File: src/rtl/fifo_wr_arbiter.sv
`default_nettype none
// ============================================================================
//  Module   : fifo_wr_arbiter
//  Purpose  : Four-way write arbiter in front of a single FIFO write port.
//             Round-robin grant between requesters, with optional locked
//             bursts of up to MAX_BURST consecutive words for the owner.
//             The word moves to the FIFO in the same cycle it is granted.
//  Ports    : clk      - write clock, all state changes on its rising edge
//             reset    - synchronous, active-high reset
//             req      - per-requester valid word
//             lock     - per-requester request to keep the grant
//             data_req - requester words, requester i at [i*WIDTH +: WIDTH]
//             full     - FIFO full flag
//             put      - FIFO write strobe
//             data_in  - word driven to the FIFO
//             ack      - one-hot, requester whose word is written this cycle
//             busy     - high while a locked burst is in progress
//             owner    - index of the current or last granted requester
//  Revision : 1.0  initial release
// ============================================================================
module fifo_wr_arbiter #(
    parameter int WIDTH     = 8,
    parameter int MAX_BURST = 4
) (
    input  logic               clk,
    input  logic               reset,
    input  logic [3:0]         req,
    input  logic [3:0]         lock,
    input  logic [4*WIDTH-1:0] data_req,
    input  logic               full,
    output logic               put,
    output logic [WIDTH-1:0]   data_in,
    output logic [3:0]         ack,
    output logic               busy,
    output logic [1:0]         owner
);

    localparam logic [0:0] c_ST_IDLE   = 1'b0;
    localparam logic [0:0] c_ST_BURST  = 1'b1;
    localparam logic [3:0] c_MAX_BURST = 4'(MAX_BURST);
    // A burst of one word is just an ordinary grant, so BURST is never entered.
    localparam bit         c_BURST_EN  = (MAX_BURST > 1);

    logic [0:0]       r_state;
    logic [1:0]       r_rr_ptr;
    logic [1:0]       r_owner;
    logic [3:0]       r_burst_cnt;
    logic [WIDTH-1:0] r_data_hold;

    logic [0:0]       w_state_nxt;
    logic [1:0]       w_rr_ptr_nxt;
    logic [1:0]       w_owner_nxt;
    logic [3:0]       w_burst_cnt_nxt;
    logic [WIDTH-1:0] w_data_hold_nxt;

    logic [WIDTH-1:0] w_words [4];
    logic [3:0]       w_req_rot;
    logic             w_found;
    logic [1:0]       w_offset;
    logic [1:0]       w_sel;
    logic             w_xfer;
    logic [3:0]       w_cnt_inc;

    generate
        for (genvar gi = 0; gi < 4; gi++) begin : g_unpack
            assign w_words[gi] = data_req[gi*WIDTH +: WIDTH];
        end
    endgenerate

    // Rotate requests so bit 0 is the requester at rr_ptr; the first set bit
    // of the rotated vector is then the round-robin winner's offset.
    always_comb begin
        w_req_rot = req;
        case (r_rr_ptr)
            2'd0:    w_req_rot = req;
            2'd1:    w_req_rot = {req[0],   req[3:1]};
            2'd2:    w_req_rot = {req[1:0], req[3:2]};
            default: w_req_rot = {req[2:0], req[3]};
        endcase
    end

    always_comb begin
        w_found  = 1'b1;
        w_offset = 2'd0;
        if (w_req_rot[0])      w_offset = 2'd0;
        else if (w_req_rot[1]) w_offset = 2'd1;
        else if (w_req_rot[2]) w_offset = 2'd2;
        else if (w_req_rot[3]) w_offset = 2'd3;
        else                   w_found  = 1'b0;
    end

    // In BURST only the owner is eligible; otherwise the round-robin winner.
    assign w_sel     = (r_state == c_ST_BURST) ? r_owner : (r_rr_ptr + w_offset);
    assign w_xfer    = !reset && !full &&
                       ((r_state == c_ST_BURST) ? req[r_owner] : w_found);
    assign w_cnt_inc = r_burst_cnt + 4'd1;

    // State register
    always_ff @(posedge clk) begin
        if (reset) begin
            r_state     <= c_ST_IDLE;
            r_rr_ptr    <= 2'd0;
            r_owner     <= 2'd0;
            r_burst_cnt <= 4'd0;
            r_data_hold <= '0;
        end else begin
            r_state     <= w_state_nxt;
            r_rr_ptr    <= w_rr_ptr_nxt;
            r_owner     <= w_owner_nxt;
            r_burst_cnt <= w_burst_cnt_nxt;
            r_data_hold <= w_data_hold_nxt;
        end
    end

    // Next-state logic
    always_comb begin
        w_state_nxt     = r_state;
        w_rr_ptr_nxt    = r_rr_ptr;
        w_owner_nxt     = r_owner;
        w_burst_cnt_nxt = r_burst_cnt;
        w_data_hold_nxt = w_xfer ? w_words[w_sel] : r_data_hold;
        case (r_state)
            c_ST_IDLE: begin
                if (w_xfer) begin
                    w_rr_ptr_nxt = w_sel + 2'd1;
                    w_owner_nxt  = w_sel;
                    if (c_BURST_EN && lock[w_sel]) begin
                        w_state_nxt     = c_ST_BURST;
                        w_burst_cnt_nxt = 4'd1;
                    end
                end
            end
            c_ST_BURST: begin
                // full freezes the burst entirely; state and count hold.
                if (!full) begin
                    if (!req[r_owner]) begin
                        w_state_nxt = c_ST_IDLE;
                    end else begin
                        w_burst_cnt_nxt = w_cnt_inc;
                        if (!lock[r_owner] || (w_cnt_inc == c_MAX_BURST)) begin
                            w_state_nxt = c_ST_IDLE;
                        end
                    end
                end
            end
            default: w_state_nxt = c_ST_IDLE;
        endcase
    end

    // Outputs; data_in falls back to the last written word when idle.
    always_comb begin
        put     = w_xfer;
        ack     = 4'b0000;
        data_in = r_data_hold;
        if (w_xfer) begin
            ack[w_sel] = 1'b1;
            data_in    = w_words[w_sel];
        end
    end

    assign busy  = (r_state == c_ST_BURST);
    assign owner = r_owner;

endmodule
`default_nettype wire

File: config.mk
export PLATFORM = sky130hd
export DESIGN_NAME = fifo_wr_arbiter
export DESIGN_NICKNAME = d
export VERILOG_FILES = /design/src/rtl/fifo_wr_arbiter.sv
export SDC_FILE = /design/constraint.sdc
export NUM_CORES = 1
export LEC_CHECK = 0
export CAP_MARGIN = 20
export CELL_PAD_IN_SITES_DETAIL_PLACEMENT = 0
export CELL_PAD_IN_SITES_GLOBAL_PLACEMENT = 2
export CORE_MARGIN = 1
export CORE_UTILIZATION = 26
export DETAILED_ROUTE_END_ITERATION = 10
export PLACE_DENSITY_LB_ADDON = 0.1
export SLEW_MARGIN = 30
export SYNTH_ARGS = -nofsm -noshare
export SYNTH_HDL_FRONTEND = slang
export SYNTH_SLANG_ARGS = --single-unit
File: constraint.sdc
create_clock -name clk -period 8.7 [get_ports clk]
set_input_delay 1.74 -clock clk [delete_from_list [all_inputs] [get_ports clk]]
set_output_delay 1.74 -clock clk [all_outputs]
set_load 0.05 [all_outputs]
==> qor.csv <==
metric,value,unit
status,completed,
cts_resized,0,
async_flop_share,0,
grt_pass1_vias,1763,
fin_nets,308,
cp_cell_sequence,clkdlybuf4s50_1 > or2b_1 > o221ai_1 > o21ai_0 > nand2_1 > ha_1 > mux2i_2 > buf_4 > mux2_2 > a21oi_1 > a21oi_1 > clkdlybuf4s50_1,
ys_warn_count,0,
worstSkewPairLatency,260,ps
holdCritPathClass,reg2reg,
ir_drop,0.0724,mV
rsz0062_at_grt,no,
io_pins,59,
drt-vias-per-instance,5.26,
skew,1.73,ps
synth_edf_count,0,
cts_sinks,17,
crit_buf_inv,3,
setup_viol,0,
synthDistinctLibCells,49,
port_buffers,58,
syn_area_per_cell,7.59,um^2
wirelength,5040,um
core_area,5990,um^2
synth-main-ff-cell,dfxtp_1,
slew_viol_final,0,
switching_share,0.464,
arrival,5440,ps
combinationalPowerShare,0.599,
yosys.area.top_type,dfxtp_1,
p_clk_frac,0.156,
met2_length,2150,um
min_period_over_period,0.825,
syn_nets,260,
antenna_cells,0,
instances_no_fill,336,
die_h,81.1,um
fin_tns_setup,0,ps
start_kind,primary input,
synth_area,1630,um^2
clk_pin_slew,80,ps
top_layer,met4,
die_x,81.1,um
h-tree-depth,1,
synth_top_cell_area_share,0.209,
cts_tree,yes,
cp-end-kind,output port,
max-slew-margin-rel,0.373,
fin_ws,1520,ps
yosysMostFrequentCell,nor2_1,
synth_cells,214,
rows,28,
cts_root_buf,clkbuf_8,
dp_hpwl,3920,um
initial_core_util,0.271,
place_ws,1520,ps
p_switching,0.189,mW
cts_setup_buffers,0,
synthTopCellsByArea,"dfxtp_1, mux2i_1, nor2_1",
ctsHoldBuffers,0,
cts_buffers,3,
track_usage,0.165,
critPathMaxFanout,14,
grt_max_degree,27,
synth-seq-cells,17,
dp_cells,332,
num_vias,1768,
critPathMaxStageDelay,700,ps
dieArea,6570,um^2
slowest_stage,clkdlybuf4s50_1,
worstPathRequired,6960,ps
pwr_density_cell,179,nW/um^2
leakage,0.818,nW
grt_pass1_wl,8400,um
drive_gt1_frac,0.0728,
drtIter0Drc,59,
ant_nets,0,
hold_viol_final,0,
grt_remaining_overflow,0,
ys_seq_area_frac,0.209,
wl_per_cell,15.0,um
cts_buffer_depth,2,
synth_commonest_cells,"nor2_1, mux2i_1, dfxtp_1",
antenna_found_initial,0,
drt-met1-wl,2480,um
dr_wl_met3,379,um
fmax,0.139,GHz
worst_pin_slew,937,ps
crit_family,buffers and inverters,
p_int,0.218,mW
crit_type,in2out,
gp_routability_congestion,0.729,
syn2layout_area_growth,40.0,%
drv_cap,0,
seqPwrFrac,0.245,
period_needed,7180,ps
drt-pass1-iter-count,4,
route.detailed.drc,0,
## cells by family after synthesis
family | after synthesis | synth area share
AO/OA/AOI/OAI | 65 | 0.277
XOR/XNOR | 4 | 0.0216
adder cells (fa/ha/maj) | 3 | 0.0231
buffers and inverters | 20 | 0.0600
flip-flops | 17 | 0.209
multiplexers | 28 | 0.179
AND/OR/NAND/NOR | 77 | 0.229
## final cells by class
class | instances | area (um^2)
Clock buffer | 3 | 41.3
Timing Repair Buffer | 59 | 588
Sequential cell | 17 | 340
Multi-Input combinational cell | 177 | 1190
Tap cell | 75 | 93.8
Clock inverter | 1 | 5.00
Inverter | 4 | 15.0
Fill cell | 629 | 3720
## metal layers
layer  track usage  up-vias
met5             0        -
met4        0.0429        0
met2         0.266       60
met3        0.0371        2
li1              -      891
met1         0.219      815
## sequential cells by signal, indices dropped and copies added, names as in the netlist
register     count
busy             1
owner            2
r_burst_cnt      4
r_data_hold      8
r_rr_ptr         2
## worst paths after layout
check,from,endpoint,slack [ps],depth (start not counted)
setup reg to reg,r_rr_ptr[0],r_data_hold[4],5720,11
hold / removal,r_burst_cnt[3],r_burst_cnt[3],530,1
hold reg to reg,r_burst_cnt[3],r_burst_cnt[3],530,1
setup / recovery,req[3],data_in[4],1520,12
## power groups by stage
stage	Combinational, mW	Sequential, mW	Clock, mW
after CTS	0.247	0.0997	0.0647
after global routing	0.266	0.101	0.0667
after floorplan	0.172	0.0983	0
after global placement	0.247	0.102	0
final	0.244	0.0998	0.0637
after detailed placement	0.246	0.101	0
## placed cells by master (no fill, tap or decap), types with 2 or more instances in the layout
master / netlist / layout
nand2_1: 16 / 16
or3_1: 2 / 2
a211oi_1: 5 / 5
nor2_1: 29 / 29
nand3_1: 7 / 7
nor3_1: 4 / 4
xnor2_1: 4 / 4
and2_1: 3 / 3
nor2b_1: 4 / 4
a21o_1: 2 / 2
o21ai_0: 15 / 15
o21bai_1: 2 / 2
clkdlybuf4s50_1: 0 / 58
nand2b_1: 4 / 4
inv_1: 3 / 3
ha_1: 3 / 3
dfxtp_1: 17 / 17
clkbuf_8: 0 / 3
a21oi_1: 9 / 9
a311oi_1: 7 / 7
a31oi_1: 7 / 7
mux2i_1: 22 / 21
o22ai_1: 5 / 5
mux2_2: 5 / 5
## stage by stage
| step | instance area, um^2 | hold WS (ps) | power, mW | utilization |
|---|---|---|---|---|
| after floorplan | 1630 | 488 | 0.271 | - |
| final | 2270 | 525 | 0.407 | 0.380 |
| after global placement | 2230 | 515 | 0.349 | 0.372 |
| after global routing | 2270 | 573 | 0.434 | 0.380 |
| after CTS | 2270 | 534 | 0.411 | 0.380 |
| after detailed placement | 2230 | 516 | 0.347 | 0.372 |
Note: power is estimated with default switching activity, not from simulation.
==> RTL change 1: new RTL, same settings <==
Change the parameter `WIDTH` from 8 to 12.
--- a/src/rtl/fifo_wr_arbiter.sv
+++ b/src/rtl/fifo_wr_arbiter.sv
@@ -21,3 +21,3 @@
 module fifo_wr_arbiter #(
-    parameter int WIDTH     = 8,
+    parameter int WIDTH     = 12,
     parameter int MAX_BURST = 4
Interface: changed (resized data_in and data_req); port bits go from 59 to 79. The function was not compared with the original's and may differ.
==> RTL change 1 against the unedited design <==
Count of clock-buffer cells in the layout grew 1. Sequential cell count grew 4. Final area rose by 25%. Hold slack worse by 0.037 ns. Highest routed layer unchanged. Non-clock buffer count rose by 20. Synthesized area is 21% higher. Wire length decreased by 3.4%. Critical endpoint is now data_in[3]. Worst setup slack worse by 0.29 ns. Synthesized cell count rose by 8.4%.
Power is not compared: it rests on default switching activity, and its combinational part moved more than twofold at a synthesized area within 25%.
==> RTL change 1: results (changes against the unedited design) <==
[cts]
clock_latency_ns=0.27
cts_htree_levels=1  ; unchanged
root_buffer=clkbuf_8
post-cts-setup-buffer-count=0  ; unchanged
cts-buffers-inserted=3  ; unchanged
cts_buffer_depth=2  ; unchanged
cts.clk_slew.worst_paths_ns=0.08  ; about the same

[critical_path]
worst_r2r_endpoint=r_data_hold[5]
cp_slowest_cell=clkdlybuf4s50_1
r2r.worst_path.cells=8  ; -3
slowest_delay_ns=0.83  ; +0.13 ns
setup.worst_path.end=data_in[3]
rrSetupSlack_ns=5.66  ; -0.06 ns
critical_path.startpoint=req[0]
cp_data_arrival_time_ns=5.73  ; +0.29 ns
crit_fanout=14  ; unchanged

[grt]
grt_pass1_wl_um=7983  ; -5.0%
met1_usage_pct=17.08  ; -4.8 points
gr-usage-met3_pct=4.524  ; +0.82 points
grt_max_degree=52  ; +93%
use_met2_pct=20.77  ; -5.9 points
grt_pass1_vias=1604  ; -9.0%
track_usage_pct=12.88  ; -3.6 points

[placement]
pre_cts_slack_ns=1.139  ; -0.3823 ns
place.gp.congestion=0.7284  ; about the same
dpl_cell_area_um2=2800  ; +26%
portBuffers=78  ; +34%
dp.cells=391  ; +18%
hpwl_um=3725  ; -5.1%

[logic_synthesis]
ys_top_cells_by_count=mux2i_1 (31), nand2_1 (26), dfxtp_1 (21), o21ai_2 (16)
avgSynthCellArea_um2=8.478  ; +12%
syn_nets=294  ; +13%
synth.distinct_cells=47  ; -4.1%
synthTopCellsByArea=dfxtp_1 (21%), mux2i_1 (16%), o21ai_2 (7.1%)
yosysSeqAreaShare_pct=21.37  ; +0.43 points

[routing]
drtIter0Drc=36  ; -39%
dr.max_layer_used=met4
vias_per_cell=4.719  ; -10%
wl_met1_um=2247  ; -9.5%
wl_met3_um=362  ; -4.5%
wl_met2_um=2241  ; +4.0%
postRouteWirelength_um=4871  ; -3.4%
via_count=1864  ; +5.4%
dr.pass1.iters=4  ; unchanged

[timing]
skew_ns=0.009401  ; +0.007669 ns
worst_slack_ns=1.229  ; -0.2939 ns
whs_ns=0.4881  ; -0.03736 ns
slew_headroom_pct=43.15  ; +5.8 points

[finish]
drive_gt1_share_pct=15.88  ; +8.6 points
n_antenna_cell=0  ; unchanged
final_nets=359  ; +17%
fill_cells=794  ; +26%
reg_top3=r_data_hold x12, r_burst_cnt x4

[hold_path]
hp-start=r_data_hold[2]
hold_class=flop to flop
whs_endpoint=r_data_hold[2]
hold_depth=2  ; +1

[floorplanning]
rows=31  ; +11%

[status]
status=completed

[RTL change 1: cell count changes in the layout (fill, tap and decap cells not counted), sizes merged, moves of 5 or more]
cell	change
a311oi	-7
a31oi	-5
clkdlybuf4s50	+20
mux2	+7
mux2i	+9
nand2	+10
nand3	+7
nor2	-17
o21ai	+15
[RTL change 1: layout make-up]
class                           instances  area (um^2)  area share (%)
Tap cell                               99        123.9           4.342
Clock buffer                            4        45.04           1.579
Timing Repair Buffer                   79        788.3           27.63
Inverter                                6        22.52          0.7895
Multi-Input combinational cell        186         1453           50.92
Sequential cell                        21        420.4           14.74
[RTL change 1: kinds of logic (layout without fill, tap and decap cells)]
| family | count (synthesis) | count (layout) | synth area share [%] |
|---|---|---|---|
| multiplexers | 46 | 46 | 27.04 |
| XOR/XNOR | 3 | 3 | 1.718 |
| AND/OR/NAND/NOR | 80 | 80 | 21.31 |
| AO/OA/AOI/OAI | 54 | 54 | 20.80 |
| flip-flops | 21 | 21 | 21.37 |
| adder cells (fa/ha/maj) | 3 | 3 | 1.909 |
| buffers and inverters | 25 | 89 | 5.852 |
[RTL change 1: power by group]
group	leakage (nW)	internal (W)	total, W	switching, W
clock network	0.0228	0.0000327	0.0000670	0.0000343
registers	0.173	0.000124	0.000159	0.0000353
logic	0.944	0.000276	0.000611	0.000335
total	1.14	0.000433	0.000837	0.000405
[RTL change 1: critical path, delay by kind of cell]
| kind | cells | cell delay, ns |
|---|---|---|
| adders and majority gates | 1 | 0.27 |
| buffers and inverters | 2 | 1.40 |
| AOI/OAI and AO/OA | 3 | 0.55 |
| muxes | 1 | 0.42 |
| and+or+nand+nor | 3 | 1.34 |
==> RTL change 2: new RTL, same settings <==
Made on the original files. Reset style: asynchronous (`reset`), changed in one clocked block. Comments in the files are not updated.
--- a/src/rtl/fifo_wr_arbiter.sv
+++ b/src/rtl/fifo_wr_arbiter.sv
@@ -98,3 +98,3 @@
     // State register
-    always_ff @(posedge clk) begin
+    always_ff @(posedge clk or posedge reset) begin
         if (reset) begin
Behaviour: differs if reset is asserted again (counterexample within 4 cycles, from zero or initial values and one cycle with reset high); with reset held inactive, the same outputs for 10 cycles.
==> RTL change 2 against the unedited design <==
Worst setup slack worse by 0.29 ns. Final area grew 11%. Final cell count is 11% higher. Highest routed layer unchanged. Sequential cell count unchanged. Critical path depth unchanged. Wire length up 20%. Synthesized area is 15% higher. Synthesized cell count increased by 7.9%. Core utilization is 1.2 points lower.
Power is not compared: it rests on default switching activity, and its combinational part moved more than twofold at a synthesized area within 25%.
==> RTL change 2: results (changes against the unedited design) <==
[status]
status=completed

[finish]
fill_cells=750  ; +19%
multi_input_area_um2=1305  ; +9.6%
final_nets=323  ; +4.9%
clkbuf_count=4  ; +1
buffers=61  ; +3.4%
seqCellArea_um2=425.4  ; +25%
clock_cell_area_share_pct=1.784  ; -0.25 points
drive_gt1_share_pct=10.51  ; +3.2 points
nMultiInputCombCells=187  ; +5.6%
inverters_excl_clock=7  ; +3
layout.nonclk_buf_share_pct=23.89  ; -2.0 points

[critical_path]
r2r-start=r_rr_ptr[0]
rrSetupSlack_ns=5.50  ; -0.22 ns
r2r.worst_path.cells=10  ; -1
cp_data_arrival_time_ns=5.72  ; +0.28 ns
crit_fanout=18  ; +4
slowest_delay_ns=0.85  ; +0.15 ns
worst_r2r_endpoint=r_data_hold[6]

[timing]
worst_slack_ns=1.237  ; -0.2868 ns
slew_headroom_pct=48.91  ; +12 points
skew_ns=0.002238  ; +0.0005063 ns

[hold_path]
whs_endpoint=r_rr_ptr[1]
hold_class=flop to flop
hp-start=r_rr_ptr[1]

[grt]
antenna_found_initial=0  ; unchanged
grt_pass1_wl_um=9687  ; +15%
track_usage_pct=16.61  ; +0.12 points
grt_pass1_vias=1795  ; +1.8%
grt_max_degree=19  ; -30%

[power_and_ir_drop]
p_leak_nw=0.9572

[routing]
wire_per_inst_um=16.23  ; +8.1%
drtIter0Drc=80  ; +36%
postRouteWirelength_um=6036  ; +20%
vias_per_cell=5.145  ; -2.2%

[logic_synthesis]
synth.distinct_cells=50  ; +2.0%
synth_area_um2=1862  ; +15%
yosysSeqAreaShare_pct=22.85  ; +1.9 points
synthTopCellsByArea=dfrtp_1 (23%), mux2i_1 (8.6%), a31oi_1 (6.4%)
synthCells=231  ; +7.9%
ys_top_cells_by_count=nor2_1 (24), a31oi_1 (19), dfrtp_1 (17), nand2_1 (17), mux2i_1 (16)
syn_nets=277  ; +6.5%
async_reset_ff_share_pct=100.0  ; +100 points
ys_warn_count=0  ; unchanged

[placement]
pre_cts_slack_ns=1.255  ; -0.2663 ns
hpwl_um=4411  ; +12%
place.gp.congestion=0.7429  ; +2.0%
dp.cells=368  ; +11%

[cts]
cts_htree_levels=1  ; unchanged
clock_latency_ns=0.25
root_buffer=clkbuf_8
clock_sinks=17  ; unchanged

[RTL change 2: cell count changes in the layout (fill, tap and decap cells not counted), sizes merged, moves of 7 or more]
cell,before,now
a311oi,7,0
a31o,1,11
a31oi,7,19
dfrtp,0,17
dfxtp,17,0
nand3,7,14
[RTL change 2: logic make-up after synthesis]
| kind of cell | after synthesis | synth area share [%] |
|---|---|---|
| multiplexers | 24 | 14.65 |
| XOR/XNOR | 3 | 1.412 |
| AND/OR/NAND/NOR | 85 | 23.59 |
| buffers and inverters | 27 | 7.057 |
| flip-flops | 17 | 22.85 |
| adder cells (fa/ha/maj) | 3 | 2.016 |
| AO/OA/AOI/OAI | 72 | 28.43 |
[RTL change 2: layer usage]
metal  vias up  share of wire (%)  track usage, %
met5         -                  0               0
met4         0                1.0           4.091
met3         5                2.8           1.048
met2        42                 43           24.82
met1       905                 53           25.67
li1        962                  -               -
[RTL change 2: through the flow]
step           utilization (%)  hold slack, ns  total power, W  area [um^2]
6_report                 36.76          0.5225       0.0009260         2525
5_1_grt                  36.76          0.5572       0.0009992         2525
3_5_place_dp             36.10          0.5150       0.0008684         2480
3_3_place_gp             36.10          0.5091       0.0008711         2480
4_1_cts                  36.76          0.5281       0.0009334         2525
2_1_floorplan                -          0.4797       0.0006904         1862
[RTL change 2: worst max-delay path by stage]
stage | cells after the start | from | end
after floorplan | 12 | req[3] | data_in[1]
after global placement | 12 | req[3] | data_in[0]
after detailed placement | 12 | req[3] | data_in[0]
after CTS | 12 | req[3] | data_in[6]
after global routing | 12 | req[3] | data_in[6]
final | 12 | req[3] | data_in[6]
[RTL change 2: power breakdown]
part,internal (W),switching [W]
sequential,0.000114,0.0000529
combinational,0.000273,0.000425
clock,0.0000325,0.0000286
